===== config.mk =====
export PLATFORM = sky130hd
export DESIGN_NAME = ifetch_resp
export DESIGN_NICKNAME = d
export VERILOG_FILES = /design/src/rtl/ifetch_resp.sv
export SDC_FILE = /design/constraint.sdc
export NUM_CORES = 1
export LEC_CHECK = 0
export ABC_AREA = 1
export CELL_PAD_IN_SITES_DETAIL_PLACEMENT = 1
export CELL_PAD_IN_SITES_GLOBAL_PLACEMENT = 2
export CORE_UTILIZATION = 25
export CTS_CLUSTER_DIAMETER = 80
export CTS_CLUSTER_SIZE = 40
export DETAILED_ROUTE_END_ITERATION = 7
export GPL_ROUTABILITY_DRIVEN = 0
export GPL_TIMING_DRIVEN = 0
export PLACE_DENSITY_LB_ADDON = 0.1
export SLEW_MARGIN = 20
export SYNTH_ARGS = -nofsm -noshare
export SYNTH_HDL_FRONTEND = slang
export SYNTH_SLANG_ARGS = --single-unit

===== constraint.sdc =====
create_clock -name clk -period 4.8 [get_ports clk]
set_input_delay 0.96 -clock clk [delete_from_list [all_inputs] [get_ports clk]]
set_output_delay 0.96 -clock clk [all_outputs]
set_load 0.05 [all_outputs]

===== src/rtl/ifetch_resp.sv =====
// Instruction fetch responder: serves 32-bit instructions for the fetch PC from a
// one-entry 64-bit line buffer, falling back to a variable-latency 64-bit memory
// read on a miss. Faults (misaligned PC, bus error, timeout) return FAULT_INS.
module ifetch_resp #(
    parameter int          TIMEOUT   = 256,
    parameter logic [31:0] FAULT_INS = 32'h0
) (
    input  logic        clk,
    input  logic        rst,
    input  logic [63:0] pc,
    input  logic        fence_i,
    output logic [31:0] instr,
    output logic        instr_valid,
    output logic        fetch_fault,
    output logic        mem_req,
    output logic [63:0] mem_addr,
    input  logic        mem_rvalid,
    input  logic [63:0] mem_rdata,
    input  logic        mem_err
);

    localparam int              CNT_W    = $clog2(TIMEOUT);
    localparam logic [CNT_W-1:0] CNT_LAST = CNT_W'(TIMEOUT - 1);

    typedef enum logic [1:0] {S_IDLE, S_MEM, S_RESP} state_t;

    state_t           state, state_nxt;

    // Line buffer: one doubleword plus its 61-bit tag
    logic [63:0]      line_buf;
    logic [60:0]      buf_tag;
    logic             buf_valid;

    logic [CNT_W-1:0] cnt, cnt_d;
    logic [31:0]      instr_d;
    logic             valid_d, fault_d, req_d, buf_load;
    logic [63:0]      addr_d;

    logic             misaligned, hit, timed_out;

    assign misaligned = (pc[1:0] != 2'b00);
    // Uses the pre-fence valid bit, so a fence in the same cycle still lets this access hit
    assign hit        = buf_valid && (buf_tag == pc[63:3]);
    assign timed_out  = (cnt == CNT_LAST);

    // State and registered outputs
    always_ff @(posedge clk) begin
        if (rst) begin
            state       <= S_IDLE;
            instr       <= 32'h0;
            instr_valid <= 1'b0;
            fetch_fault <= 1'b0;
            mem_req     <= 1'b0;
            mem_addr    <= 64'h0;
            cnt         <= '0;
        end else begin
            state       <= state_nxt;
            instr       <= instr_d;
            instr_valid <= valid_d;
            fetch_fault <= fault_d;
            mem_req     <= req_d;
            mem_addr    <= addr_d;
            cnt         <= cnt_d;
        end
    end

    // Line buffer update; a fence in the same cycle as a fill leaves the buffer invalid
    always_ff @(posedge clk) begin
        if (rst) begin
            buf_valid <= 1'b0;
        end else begin
            if (fence_i)       buf_valid <= 1'b0;
            else if (buf_load) buf_valid <= 1'b1;
        end
        if (buf_load) begin
            line_buf <= mem_rdata;
            buf_tag  <= pc[63:3];
        end
    end

    // Next-state selection
    always_comb begin
        state_nxt = state;
        case (state)
            S_IDLE:  state_nxt = (misaligned || hit) ? S_RESP : S_MEM;
            S_MEM:   if (mem_rvalid || timed_out) state_nxt = S_RESP;
            S_RESP:  state_nxt = S_IDLE;
            default: state_nxt = S_IDLE;
        endcase
    end

    // Next values of the registered outputs, counter and buffer fill strobe
    always_comb begin
        instr_d  = instr;
        valid_d  = 1'b0;
        fault_d  = 1'b0;
        req_d    = 1'b0;
        addr_d   = mem_addr;
        cnt_d    = cnt;
        buf_load = 1'b0;
        case (state)
            S_IDLE: begin
                if (misaligned) begin
                    valid_d = 1'b1;
                    fault_d = 1'b1;
                    instr_d = FAULT_INS;
                end else if (hit) begin
                    valid_d = 1'b1;
                    instr_d = pc[2] ? line_buf[63:32] : line_buf[31:0];
                end else begin
                    req_d  = 1'b1;
                    addr_d = {pc[63:3], 3'b000};
                    cnt_d  = '0;
                end
            end
            S_MEM: begin
                // Data arriving on the timeout cycle is still accepted
                if (mem_rvalid) begin
                    valid_d = 1'b1;
                    if (mem_err) begin
                        fault_d = 1'b1;
                        instr_d = FAULT_INS;
                    end else begin
                        instr_d  = pc[2] ? mem_rdata[63:32] : mem_rdata[31:0];
                        buf_load = 1'b1;
                    end
                end else if (timed_out) begin
                    valid_d = 1'b1;
                    fault_d = 1'b1;
                    instr_d = FAULT_INS;
                end else begin
                    req_d = 1'b1;
                    if (cnt != '1) cnt_d = cnt + CNT_W'(1);
                end
            end
            default: ;
        endcase
    end

endmodule


==> out/qor.txt <==
RUN
----------------------------------------------------------------------------------------
Number of violations of the max-capacitance limit                                      0

STA
----------------------------------------------------------------------------------------
Crit share post-route                                                              0.630
Post-Route Skew                                                                0.0297 ns
Final setup violating endpoints                                                        0
Slew margin rel.                                                                   0.386
Fin crit period                                                                  3.02 ns
Timing-limited maximum frequency                                               0.331 GHz
Setup repair after global routing missed its margin                                   no
Final hold vios                                                                        0
Worst setup margin                                                               1.78 ns
Final Slew Violations                                                                  0
Worst Max-Slew Pin Slew                                                         0.921 ns

WORST HOLD PATH
----------------------------------------------------------------------------------------
Launch instance of the worst min-delay path                                 mem_addr[35]
Hold path cells                                                                        2
Class of the tightest hold or removal check                                   reg -> reg

POWER
----------------------------------------------------------------------------------------
Worst IR Drop VDD                                                             0.000205 V
Ratio of total power to cell area                                             342 nW/um2
Leakage power summed over all cells                                              5.49 nW

WORST SETUP PATH
----------------------------------------------------------------------------------------
Startpoint type of the worst setup path                                     primary input
Cells on worst reg2reg path                                                            6
Kind of critical path                                                          in -> reg
Sum of buffers and inverters on the critical path                                      4
Type of destination of the critical path                                       flip-flop
Cell breakdown of the critical path                                         clkdlybuf4s50_1 -> inv_1 -> nand2_1 -> nand2_1 -> nor2_1 -> nand2_1 -> nor2_1 -> nand2_1 -> nor2_1 -> nand2_2 -> nand2_1 -> nand2_1 -> buf_6 -> buf_2 -> a21oi_1 -> nor2_1
Category of cells accounting for the largest share of critical-path delay   simple AND/OR/NAND/NOR gates
Worst EP arrival                                                                 3.46 ns
Most frequent cell on the critical path                                          nand2_1
WP depth                                                                              16
Max stage delay on crit path                                                     0.55 ns
Reg-to-reg slack, setup                                                          1.92 ns
Required arrival time at the worst endpoint                                      5.23 ns
Slowest stage cell on the critical path                                     clkdlybuf4s50_1
FF-to-FF Start                                                                  state[0]
Start point of the critical path                                                   pc[3]
Critical Path Fanout Max                                                              10

PLACED DESIGN
----------------------------------------------------------------------------------------
Input/output buffers                                                                 226
Pre-CTS worst setup slack                                                        1.09 ns
Dpl cells                                                                           1893
Detail Placement HPWL                                                           22900 um

YOSYS
----------------------------------------------------------------------------------------
Top_reg_cell synth                                                              edfxtp_1
Proportion of synthesized flip-flops having asynchronous set or reset                  0
Count of state elements after synthesis                                              232
List of most frequent post-synthesis cells                                  nand2_1, nor2_1, inv_1
Cells taking the most area after synthesis                                  edfxtp_1, dfxtp_1, nand2_1, mux2i_1, nor2_1
Avg Cell Area, Syn                                                              8.99 um2
Post-synthesis cell area                                                       10200 um2
Share of the synthesized area in the top cell type                                 0.367
Count of different cell masters after synthesis                                       26
Most common cell in the netlist                                                  nand2_1
Post-synthesis sequential area ratio                                               0.576
Cell type with the largest total area after synthesis                           edfxtp_1
EDFF count, synth                                                                    125
Number of synthesis warnings                                                           0
Number of standard cells after synthesis                                            1139

DRT
----------------------------------------------------------------------------------------
Vias per cell                                                                       4.41
Total via count in the routed design                                                8508
Drt initial violations                                                               256
Pre-antenna DRT Iters                                                                  4
Routed wirelength normalized by instance count                                   16.5 um
DRC                                                                                    0
Final ANT Viol Nets                                                                    0
Overall routed net length                                                       31900 um

GLOBAL ROUTING
----------------------------------------------------------------------------------------
Antenna violations before repair                                                       2
Global routing usage on met1                                                       0.190
Number of global-route vias before repair                                           8776
Wire length of the first global-routing pass                                    49400 um
Aggregate global routing overflow                                                      0
Fraction of met2 tracks used by global routing                                     0.267
Met3 capacity usage during global routing                                         0.0356
Maximum number of pins on one net before global-route repair                          75
Most heavily used metal layer in global routing                                     met2
All-Layer GR Usage                                                                 0.153

CLOCKING
----------------------------------------------------------------------------------------
Clk pin slew, worst setup/hold paths                                             0.08 ns
Clock tree from TritonCTS                                                           done
Sinks on Clock Net                                                                   232
Worst-skew pair later-pin latency                                                0.55 ns
Quantity of hold-fixing buffers added after cts                                        0
Clock buffer depth                                                                     3
Clock Root Buffer                                                              clkbuf_16
CTS HTree Levels                                                                       1
Number of gates given a new drive strength after cts                                   0
Setup Fix Bufs, Post-CTS                                                               0
CTS Buf Count                                                                         20

FLOORPLAN
----------------------------------------------------------------------------------------
Number of primary I/O pins                                                           232
Die H                                                                             204 um
DIE AREA                                                                       41800 um2
Std-Cell Core Area                                                             40100 um2
Horizontal die dimension                                                          204 um
Standard-cell rows                                                                    73
Initial Util                                                                       0.255

CELLS AND AREA
----------------------------------------------------------------------------------------
Filler Cell Count                                                                   4691
Layout overhead on the synthesized area                                            35.7%
Share of layout cells above drive strength 1                                      0.0420
Post-route non-filler standard cell count                                           1930
Total Nets Final                                                                    1524

STATUS
----------------------------------------------------------------------------------------
Run status                                                                  complete, no violations

==> placed cells by master, fill, tap and decap left out, types with 39 or more instances in the layout <==
cell type,instances
nand4_1,62
mux2i_1,64
dfxtp_1,107
nand2_1,250
nor2_1,135
edfxtp_1,125
a21oi_1,98
inv_1,130
clkbuf_1,39
clkdlybuf4s50_1,226
==> final cells by class <==
type / instances / area (um2) / area share
Sequential cell: 232 / 5900 / 0.424
Multi-Input combinational cell: 710 / 3540 / 0.255
Timing Repair Buffer: 227 / 2290 / 0.165
Tap cell: 525 / 657 / 0.0473
Clock buffer: 22 / 528 / 0.0380
Inverter: 131 / 499 / 0.0359
Buffer: 68 / 317 / 0.0228
Clock inverter: 14 / 158 / 0.0113
Antenna cell: 1 / 2.50 / 0.000180
==> report_power, final <==
group          internal [mW]  total, mW  switching (mW)
registers               2.16       2.20          0.0425
clock network          0.845       1.73           0.884
logic                  0.315      0.824           0.510
==> sequential cells by signal (all words and copies together), names as in the netlist <==
| signal | flops |
|---|---|
| instr_valid | 1 |
| instr | 32 |
| cnt | 8 |
| buf_valid | 1 |
| line_buf | 64 |
| mem_addr | 61 |
| fetch_fault | 1 |
| state | 2 |
| buf_tag | 61 |
| mem_req | 1 |
==> kinds of logic (layout without fill, tap and decap cells) <==
kind of cell | count (synthesis) | count (layout) | share of synthesized area
buffers and inverters | 199 | 462 | 0.0789
adder cells (fa/ha/maj) | 1 | 1 | 0.00122
other | 1 | 4 | 0.000366
AND/OR/NAND/NOR | 493 | 493 | 0.203
flip-flops | 232 | 232 | 0.576
XOR/XNOR | 3 | 3 | 0.00257
AO/OA/AOI/OAI | 146 | 146 | 0.0758
multiplexers | 64 | 64 | 0.0626
==> stage by stage <==
| step | cell area [um2] | utilization | hold WS (ns) | TNS, ns | total power, mW |
|---|---|---|---|---|---|
| 5_1_grt | 13900 | 0.346 | 0.475 | 0 | 4.98 |
| 2_1_floorplan | 10200 | - | 0.454 | 0 | 2.72 |
| 3_3_place_gp | 13200 | 0.328 | 0.452 | -240.27 | 3.08 |
| 4_1_cts | 13900 | 0.346 | 0.465 | 0 | 4.86 |
| 6_report | 13900 | 0.346 | 0.463 | 0 | 4.76 |
| 3_5_place_dp | 13200 | 0.329 | 0.451 | 0 | 3.09 |
==> worst paths after layout <==
path,to
worst max-delay path,instr[8]
worst min-delay path,mem_addr[35]
worst max register to register,line_buf[44]
worst min register to register,mem_addr[35]
==> routing by layer <==
| layer | vias to the layer above | part of all wire |
|---|---|---|
| li1 | 4307 | - |
| met1 | 4009 | 0.44 |
| met2 | 152 | 0.49 |
| met3 | 36 | 0.052 |
| met4 | 4 | 0.018 |
| met5 | - | 0.00097 |
==> tightest hold or removal path, stage by stage (launching register included) <==
cell and delay [ns]:
dfxtp_1 0.32, nand2_1 0.06, a21oi_1 0.05
No activity file was read; power rests on OpenSTA's default activity.
